<file path="src/rtl/layer_seq_counter.sv">
// layer_seq_counter
//
// Two-level MAC sequencing counter for one fully-connected layer. The input
// index steps across n_in MAC operations per neuron, and the neuron index
// steps across n_out neurons. All state changes on the falling edge of clk.
//
// Optional feature macro: FN_LAYER_SEQ_OVF_EN adds the sticky 'ovf' output.
// It flags a MAC ack that arrives while the counter is not running.
//
// Parameters:
//   IN_W        width of in_idx / n_in
//   OUT_W       width of out_idx / n_out
// Ports:
//   clk         clock (falling-edge active)
//   rst         synchronous, active-high reset
//   start       begin a layer pass; latches n_in / n_out (IDLE or DONE only)
//   n_in        MAC steps per neuron (0 treated as 1)
//   n_out       neurons per layer (0 treated as 1)
//   ack         one MAC step completed
//   in_idx      current input index
//   out_idx     current neuron index
//   busy        high while running
//   ack_neuron  one-cycle pulse when a neuron's last step is acked
//   ack_mac     layer-done level, held until start or rst
//   ovf         (FN_LAYER_SEQ_OVF_EN only) sticky spurious-ack flag

module layer_seq_counter #(
  parameter int unsigned IN_W  = 4,
  parameter int unsigned OUT_W = 4
) (
  input  logic             clk,
  input  logic             rst,
  input  logic             start,
  input  logic [IN_W-1:0]  n_in,
  input  logic [OUT_W-1:0] n_out,
  input  logic             ack,
  output logic [IN_W-1:0]  in_idx,
  output logic [OUT_W-1:0] out_idx,
  output logic             busy,
  output logic             ack_neuron,
  output logic             ack_mac
`ifdef FN_LAYER_SEQ_OVF_EN
  ,
  output logic             ovf
`endif
);

  typedef enum logic [1:0] {
    StIdle,
    StRun,
    StDone
  } state_e;

  state_e state_q, state_d;

  logic [IN_W-1:0]  len_in_q, len_in_d;
  logic [OUT_W-1:0] len_out_q, len_out_d;

  logic [IN_W-1:0]  in_idx_d;
  logic [OUT_W-1:0] out_idx_d;
  logic             busy_d;
  logic             ack_neuron_d;
  logic             ack_mac_d;

`ifdef FN_LAYER_SEQ_OVF_EN
  logic ovf_d;
`endif

  // Requested lengths with 0 mapped to 1, so every pass is at least one step.
  logic [IN_W-1:0]  n_in_eff;
  logic [OUT_W-1:0] n_out_eff;

  assign n_in_eff  = (n_in == '0) ? IN_W'(1) : n_in;
  assign n_out_eff = (n_out == '0) ? OUT_W'(1) : n_out;

  // Indices never exceed len-1, so equality is enough to detect the last step.
  logic last_in;
  logic last_out;

  assign last_in  = (in_idx == (len_in_q - IN_W'(1)));
  assign last_out = (out_idx == (len_out_q - OUT_W'(1)));

  always_comb begin
    state_d      = state_q;
    len_in_d     = len_in_q;
    len_out_d    = len_out_q;
    in_idx_d     = in_idx;
    out_idx_d    = out_idx;
    busy_d       = busy;
    ack_neuron_d = 1'b0;
    ack_mac_d    = ack_mac;
`ifdef FN_LAYER_SEQ_OVF_EN
    ovf_d        = ovf;
`endif

    unique case (state_q)
      StIdle: begin
        if (start) begin
          len_in_d  = n_in_eff;
          len_out_d = n_out_eff;
          in_idx_d  = '0;
          out_idx_d = '0;
          busy_d    = 1'b1;
          state_d   = StRun;
`ifdef FN_LAYER_SEQ_OVF_EN
          ovf_d     = 1'b0;
`endif
        end else if (ack) begin
`ifdef FN_LAYER_SEQ_OVF_EN
          ovf_d = 1'b1;
`endif
        end
      end

      StRun: begin
        // start is ignored here; only ack advances the counters.
        if (ack) begin
          if (!last_in) begin
            in_idx_d = in_idx + IN_W'(1);
          end else begin
            in_idx_d     = '0;
            ack_neuron_d = 1'b1;
            if (!last_out) begin
              out_idx_d = out_idx + OUT_W'(1);
            end else begin
              out_idx_d = '0;
              ack_mac_d = 1'b1;
              busy_d    = 1'b0;
              state_d   = StDone;
            end
          end
        end
      end

      StDone: begin
        // start wins over a coincident ack; that ack is dropped uncounted.
        if (start) begin
          len_in_d  = n_in_eff;
          len_out_d = n_out_eff;
          in_idx_d  = '0;
          out_idx_d = '0;
          ack_mac_d = 1'b0;
          busy_d    = 1'b1;
          state_d   = StRun;
`ifdef FN_LAYER_SEQ_OVF_EN
          ovf_d     = 1'b0;
`endif
        end else if (ack) begin
`ifdef FN_LAYER_SEQ_OVF_EN
          ovf_d = 1'b1;
`endif
        end
      end

      default: begin
        state_d = StIdle;
      end
    endcase
  end

  always_ff @(negedge clk) begin
    if (rst) begin
      state_q    <= StIdle;
      len_in_q   <= '0;
      len_out_q  <= '0;
      in_idx     <= '0;
      out_idx    <= '0;
      busy       <= 1'b0;
      ack_neuron <= 1'b0;
      ack_mac    <= 1'b0;
`ifdef FN_LAYER_SEQ_OVF_EN
      ovf        <= 1'b0;
`endif
    end else begin
      state_q    <= state_d;
      len_in_q   <= len_in_d;
      len_out_q  <= len_out_d;
      in_idx     <= in_idx_d;
      out_idx    <= out_idx_d;
      busy       <= busy_d;
      ack_neuron <= ack_neuron_d;
      ack_mac    <= ack_mac_d;
`ifdef FN_LAYER_SEQ_OVF_EN
      ovf        <= ovf_d;
`endif
    end
  end

endmodule
</file>
<file path="config.mk">
export PLATFORM = sky130hd
export DESIGN_NAME = layer_seq_counter
export DESIGN_NICKNAME = d
export VERILOG_FILES = /design/src/rtl/layer_seq_counter.sv
export SDC_FILE = /design/constraint.sdc
export NUM_CORES = 1
export LEC_CHECK = 0
export CORE_AREA = 2 2 64 66
export CTS_CLUSTER_SIZE = 20
export DETAILED_ROUTE_END_ITERATION = 8
export DIE_AREA = 0 0 66 68
export HOLD_SLACK_MARGIN = 0.02
export SYNTH_ARGS = -nofsm -noshare
export SYNTH_HDL_FRONTEND = slang
export SYNTH_SLANG_ARGS = --single-unit
</file>
<file path="constraint.sdc">
create_clock -name clk -period 4.3 [get_ports clk]
set_input_delay 0.645 -clock clk [delete_from_list [all_inputs] [get_ports clk]]
set_output_delay 0.645 -clock clk [all_outputs]
set_load 0.05 [all_outputs]
</file>
==> flow_summary.json <==
{
  "wl_per_cell_um": 11.4,
  "dieArea_mm2": 0.00449,
  "grt_util_all_layers": 0.126,
  "synthesis.nets": 143,
  "crit_start": "ack_neuron",
  "num_vias": 1082,
  "netlist_area_mm2": 0.00111,
  "cp-end-kind": "primary output",
  "grt_max_degree": 13,
  "path_class": "reg2out",
  "worst_setup_path_start_kind": "flip-flop",
  "holdCritStartpoint": "len_in_q[3]",
  "port_buffers": 22,
  "firstDrtPassIters": 4,
  "ys_warn_count": 0,
  "cp.required_ns": 3.65,
  "rr_startpoint": "len_in_q[0]",
  "fin_setup_tns_ns": 0,
  "die_w_um": 66,
  "drtIter0Drc": 59,
  "grt_pass1_vias": 1100,
  "clkSinkCount": 21,
  "cts_tree": "built",
  "syn_inst": 127,
  "outcome": "finished clean",
  "postCtsHoldBufs": 0,
  "async_flop_share": 0,
  "multi_input_area_um2": 658,
  "synth_seq_area_share": 0.378,
  "cp_num_buf_inv": 1,
  "synthFlopType": "dfxtp_1",
  "ant_nets": 0,
  "drive_above_1_share": 0.154,
  "cts_resized": 0,
  "overflow": 0,
  "vias_per_cell": 4.81,
  "critPathMaxFanout": 1,
  "rsz0062_at_grt": "no",
  "synth_edf_count": 0,
  "numCtsBuffers": 3,
  "leakage_nw": 0.684,
  "pwr_density_cell_mw_per_mm2": 365,
  "hpwl_mm": 1.94,
  "htreeDepth": 1,
  "path_clk_slew_ns": 0.04,
  "arrival_ns": 3.58,
  "grt_pass1_wl_mm": 4.42,
  "slew_viol_final": 0,
  "cts_buffer_depth": 2,
  "synth.distinct_cells": 35,
  "clk-insertion-delay-late_ns": 0.35,
  "drc_errors": 0,
  "start_util": 0.288,
  "num_rows": 23,
  "slowest_stage": "clkdlybuf4s50_1",
  "core_area_mm2": 0.00386,
  "skew_ns": 0.0148,
  "die_h_um": 68,
  "hp-class": "reg2reg",
  "area.growth.synth_to_final_pct": 39.0,
  "diodes": 0,
  "root_buffer": "clkbuf_8",
  "setup_violations": 0,
  "irDropWorstVdd_uv": 176,
  "fill_cells": 409,
  "relSlewSlack": 0.667,
  "final_common_cell": "inv_1",
  "max_stage_delay_ns": 0.80,
  "total_power_uw": 564,
  "gp_congestion": 0.709,
  "hold_viol": 0,
  "layout_common_cells": "inv_1, dfxtp_1, nand2_1",
  "worst_slew_pin_slew_ns": 0.498,
  "regArea_um2": 420,
  "totalWireLength_mm": 2.58,
  "synth_seq_cells": 21,
  "syn_area_per_cell_um2": 8.76,
  "antenna_found_initial": 0,
  "cap_violations": 0,
  "path_cells": "clkdlybuf4s50_1",
  "path_delay_family": "buffers and inverters",
  "postCtsSetupBuffers": 0,
  "ios": 23,
  "final_nets": 192
}
state kept, by name, indices dropped and copies added, names as in the netlist:
name and cells:
len_in_q 4, out_idx 4, state_q 2, ack_neuron 1, len_out_q 4, in_idx 4
busy 1, ack_mac 1
power by group:
part	total [mW]	switching (mW)	internal (mW)	leakage, nW
Clock	0.270	0.120	0.150	0.148
Sequential	0.212	0.00762	0.204	0.171
Combinational	0.0825	0.0447	0.0378	0.365
Total	0.564	0.172	0.392	0.684
Yosys cell counts, drive strengths merged, types with 3 or more instances:
cell type | n | area share
xnor2 | 5 | 0.039
nor3 | 9 | 0.051
inv | 5 | 0.017
a21oi | 10 | 0.045
xor2 | 5 | 0.039
nand3 | 8 | 0.047
nor2 | 6 | 0.020
clkbuf | 3 | 0.010
nand2 | 20 | 0.067
ha | 4 | 0.045
nor2b | 3 | 0.017
nand3b | 3 | 0.031
dfxtp | 21 | 0.38
o21ai | 3 | 0.013
cell type report:
class                   instances  area share
flip-flops and latches         21       0.272
multi-input cells              97       0.426
repair buffers                 28       0.155
well taps                      50      0.0405
inverters                       4     0.00971
clock buffers                   3      0.0267
clock inverters                22      0.0704
worst reg2reg max path: stages (launching register included):
cell and delay [ns]:
dfxtp_1 0.35, inv_1 0.08, ha_1 0.20, xor3_2 0.40
nor3_4 0.22, nand3_4 0.16, a32oi_1 0.27, o31ai_2 0.09
routing by layer:
metal  vias to the layer above  global-route usage  routed length [um]
met2                        30               0.203                1210
met4                         0              0.0867                  58
met3                         7              0.0526                 136
met5                         -                   0                   0
met1                       505               0.134                1170
li1                        540                   -                   -
path summary, 6_finish.rpt:
| kind | end | slack, ns | cells past startpoint |
|---|---|---|---|
| setup / recovery | ack_neuron | 0.07 | 1 |
| hold / removal | len_in_q[3] | 0.48 | 2 |
| setup reg to reg | out_idx[3] | 2.42 | 7 |
| hold reg to reg | len_in_q[3] | 0.48 | 2 |
cell families after synthesis:
logic type / count (synthesis) / share of synthesized area
adders and majority gates: 4 / 0.0450
and+or+nand+nor: 58 / 0.305
xor gates and xnor gates: 11 / 0.101
buffers and inverters: 9 / 0.0304
AOI/OAI and AO/OA: 23 / 0.132
muxes: 1 / 0.00900
DFF: 21 / 0.378
per-stage QoR:
stage / hold slack (ns) / setup WS, ns / utilization / std cells / area, um^2
after floorplan: 0.448 / 0.571 / - / 127 / 1110
after global placement: 0.461 / 0.112 / 0.363 / 201 / 1400
after detailed placement: 0.461 / 0.0672 / 0.363 / 201 / 1400
after CTS: 0.480 / 0.0506 / 0.401 / 225 / 1550
after global routing: 0.507 / 0.0261 / 0.401 / 225 / 1550
final: 0.477 / 0.0735 / 0.401 / 225 / 1550
No activity file was read; power rests on OpenSTA's default activity.
==> variant 1 (same settings) <==
Set the parameter `OUT_W` to 5 (it was 4).
--- a/src/rtl/layer_seq_counter.sv
+++ b/src/rtl/layer_seq_counter.sv
@@ -26,7 +26,7 @@
 
 module layer_seq_counter #(
   parameter int unsigned IN_W  = 4,
-  parameter int unsigned OUT_W = 4
+  parameter int unsigned OUT_W = 5
 ) (
   input  logic             clk,
   input  logic             rst,
Ports: changed (resized n_out and out_idx); port bits go from 23 to 25. The function was not compared with the original's and may differ.
==> variant 1 against the original RTL <==
- final cell count increased by 13%
- wire length increased by 22%
- sequential share of layout area decreased by 0.48 points
- power decreased by 4.7%
- sequential cell count increased by 2
- clock power decreased by 21%
- cell area increased by 11%
- setup slack got worse by 19 ps
- count of clock-buffer cells in the layout unchanged
- sequential power increased by 9.4%
- synthesized area increased by 12%
- largest cell class unchanged
- largest power group is now sequential cells
==> variant 1: results <==
{
  "pre_cts_ws_ps": -278,
  "synth_commonest_cells": "25 x nand2_1, 23 x dfxtp_1, 17 x a21oi_1, 9 x nor3_1, 7 x inv_1",
  "grt_pass1_vias": 1268,
  "grt_max_degree": 14,
  "ant_nets": 0,
  "p_seq_mw": 0.232,
  "viasPerCell": 4.87,
  "synth_compound_area_share_pct": 18.8,
  "synthXorXnorAreaFrac_pct": 9.57,
  "fin_worst_skew_ps": 9.96,
  "grt_usage_pct": 15.0,
  "ys_seq_area_share_pct": 37.1,
  "via_count": 1243,
  "dpl.hpwl_microns": 2350,
  "drt-initial-drc-count": 29,
  "yosysUniqueCellTypes": 37,
  "arrival_ps": 3600,
  "gp_congestion": 0.817,
  "leakage_nw": 0.766,
  "p_per_area_nw_per_um2": 312,
  "swShare_pct": 33.2,
  "vdd_ir_drop_max_mv": 0.142,
  "syn_inst": 148,
  "pg_comb_mw": 0.0930,
  "grt_pass1_wl_microns": 5340,
  "syn_nets": 165,
  "layout-drive-gt1-share_pct": 15.1,
  "status": "finished, final reports clean",
  "max_slew.worst_pin.slew_ps": 632,
  "portBuffers": 24,
  "synthAdderAreaFrac_pct": 4.03,
  "synthMuxAreaShare_pct": 0.806,
  "placed_area_sq_um": 1590
}
-- variant 1: changes by cell type after synthesis, sizes merged, moves of 3 or more --
cell / before / now
a2111oi: 0 / 3
a21oi: 10 / 17
nand2: 20 / 25
nand3: 8 / 4
nor3b: 0 / 3
-- variant 1: layout make-up --
type	count	area, sq um
repair buffers	35	303
clock buffers	3	41.3
clock inverters	24	90.1
flip-flops and latches	23	460
inverters	6	22.5
fillers	411	2130
well taps	50	62.6
multi-input cells	114	744
-- variant 1: worst paths after layout --
path | from | depth (start not counted) | end | slack, ps
setup / recovery | busy | 1 | busy | 50
hold / removal | ack_mac | 1 | ack_mac | 460
setup reg to reg | len_out_q[0] | 8 | out_idx[2] | 1980
hold reg to reg | ack_mac | 1 | ack_mac | 460
-- variant 1: routing by layer --
metal,vias up,GRT usage [%],wire (microns)
li1,638,-,-
met1,582,17.1,1420
met2,21,25.5,1590
met3,2,5.10,112
met4,0,7.14,20
met5,-,0,0
==> variant 2 (config.mk and constraints unchanged) <==
Made on the original files. Re-encode `state_e` (3 states) as one-hot, 3 bits wide.
--- a/src/rtl/layer_seq_counter.sv
+++ b/src/rtl/layer_seq_counter.sv
@@ -45,10 +45,10 @@
 `endif
 );
 
-  typedef enum logic [1:0] {
-    StIdle,
-    StRun,
-    StDone
+  typedef enum logic [2:0] {
+    StIdle = 3'b001,
+    StRun  = 3'b010,
+    StDone = 3'b100
   } state_e;
 
   state_e state_q, state_d;
Check against the original RTL: no difference found for any inputs over 10 cycles, from zero or initial values and one cycle with rst high; not proved beyond that.
==> variant 2 against the original RTL <==
- critical path depth is the same
- non-clock buffer count grew 2
- clock skew grew 1.9 ps
- combinational power grew 94%
- wire length grew 13%
- power grew 8.2%
- sequential cell count grew 1
- largest cell class unchanged
- setup slack is essentially flat
- synthesized area grew 8.8%
- cell area grew 5.5%
==> variant 2: results <==
{
  "pre_cts_ws_ps": -235,
  "vdd_ir_drop_max_mv": 0.145,
  "drt-initial-drc-count": 32,
  "rows": 23,
  "ys_seq_area_share_pct": 36.4,
  "yosysUniqueCellTypes": 43,
  "grt_pass1_wl_microns": 4980,
  "via_count": 1153,
  "timing.final.ws_setup_ps": 73.3,
  "cts_resized": 0,
  "post_cts_buffers": 0,
  "portBuffers": 22,
  "r2r_end": "ack_mac",
  "initial_utilization_pct": 31.4,
  "arrival_ps": 3580,
  "dpl.hpwl_microns": 2150,
  "rrSetupSlack_ps": 2160,
  "hold_start": "ack_mac",
  "fin_nets": 200,
  "relSlewSlack_pct": 64.6,
  "status": "finished, final reports clean",
  "grt_usage_pct": 14.4,
  "fin_worst_skew_ps": 16.7,
  "r2r_start": "len_out_q[0]",
  "syn_nets": 148,
  "grt_max_degree": 12,
  "synthTopCellsByArea": "dfxtp_1 36%, mux2i_1 5.0%, nor2_1 4.3%, xnor2_1 4.3%, ha_1 4.1%",
  "holdPathStages": 2,
  "layout-drive-gt1-share_pct": 14.8,
  "post_drt_wl_per_cell_microns": 12.5,
  "leakage_nw": 0.744,
  "clock_latency_ps": 350,
  "htree_levels": 1,
  "hold-path-endpoint": "ack_mac",
  "synth_commonest_cells": "22 x dfxtp_1, 14 x nor2_1, 10 x inv_1",
  "gp_congestion": 0.813
}
-- variant 2: routing by layer --
| metal | wire length [microns] | up-vias | GRT usage, % |
|---|---|---|---|
| li1 | - | 580 | - |
| met1 | 1300 | 539 | 16.6 |
| met2 | 1390 | 27 | 22.2 |
| met3 | 140 | 7 | 5.43 |
| met4 | 64 | 0 | 10.2 |
| met5 | 0 | - | 0 |
-- variant 2: cells by family (layout without fill, tap and decap cells) --
kind of cell / count (synthesis) / count (layout) / share of synthesized area (%)
AO/OA/AOI/OAI: 28 / 28 / 18.5
multiplexers: 6 / 6 / 4.96
adder cells (fa/ha/maj): 4 / 4 / 4.14
flip-flops: 22 / 22 / 36.4
XOR/XNOR: 10 / 10 / 9.72
buffers and inverters: 14 / 64 / 4.45
AND/OR/NAND/NOR: 48 / 48 / 21.8
-- variant 2: worst max path at each step --
stage	start	endpoint	cells past startpoint
finish	ack_neuron	ack_neuron	1
global route	ack_neuron	ack_neuron	1
CTS	ack_neuron	ack_neuron	1
detailed placement	start	ack_mac	6
global placement	start	ack_mac	6
floorplan	start	in_idx[2]	5
-- variant 2: layout make-up --
cell class	instances	area, sq um
Fill cell	409	2220
Multi-Input combinational cell	96	716
Sequential cell	22	440
Timing Repair Buffer	30	255
Clock inverter	22	82.6
Tap cell	50	62.6
Clock buffer	3	41.3
Inverter	9	33.8
-- variant 2: power breakdown --
part / leakage [nW] / switching (mW) / internal [mW]
clock network: 0.139 / 0.124 / 0.0897
registers: 0.180 / 0.0153 / 0.221
logic: 0.426 / 0.0834 / 0.0764
total: 0.744 / 0.223 / 0.387
-- variant 2: stage by stage --
step           std cells  hold WS, ps  area (sq um)
2_1_floorplan        132          473          1210
3_3_place_gp         208          451          1510
3_5_place_dp         208          484          1510
4_1_cts              232          490          1630
5_1_grt              232          512          1630
6_report             232          480          1630
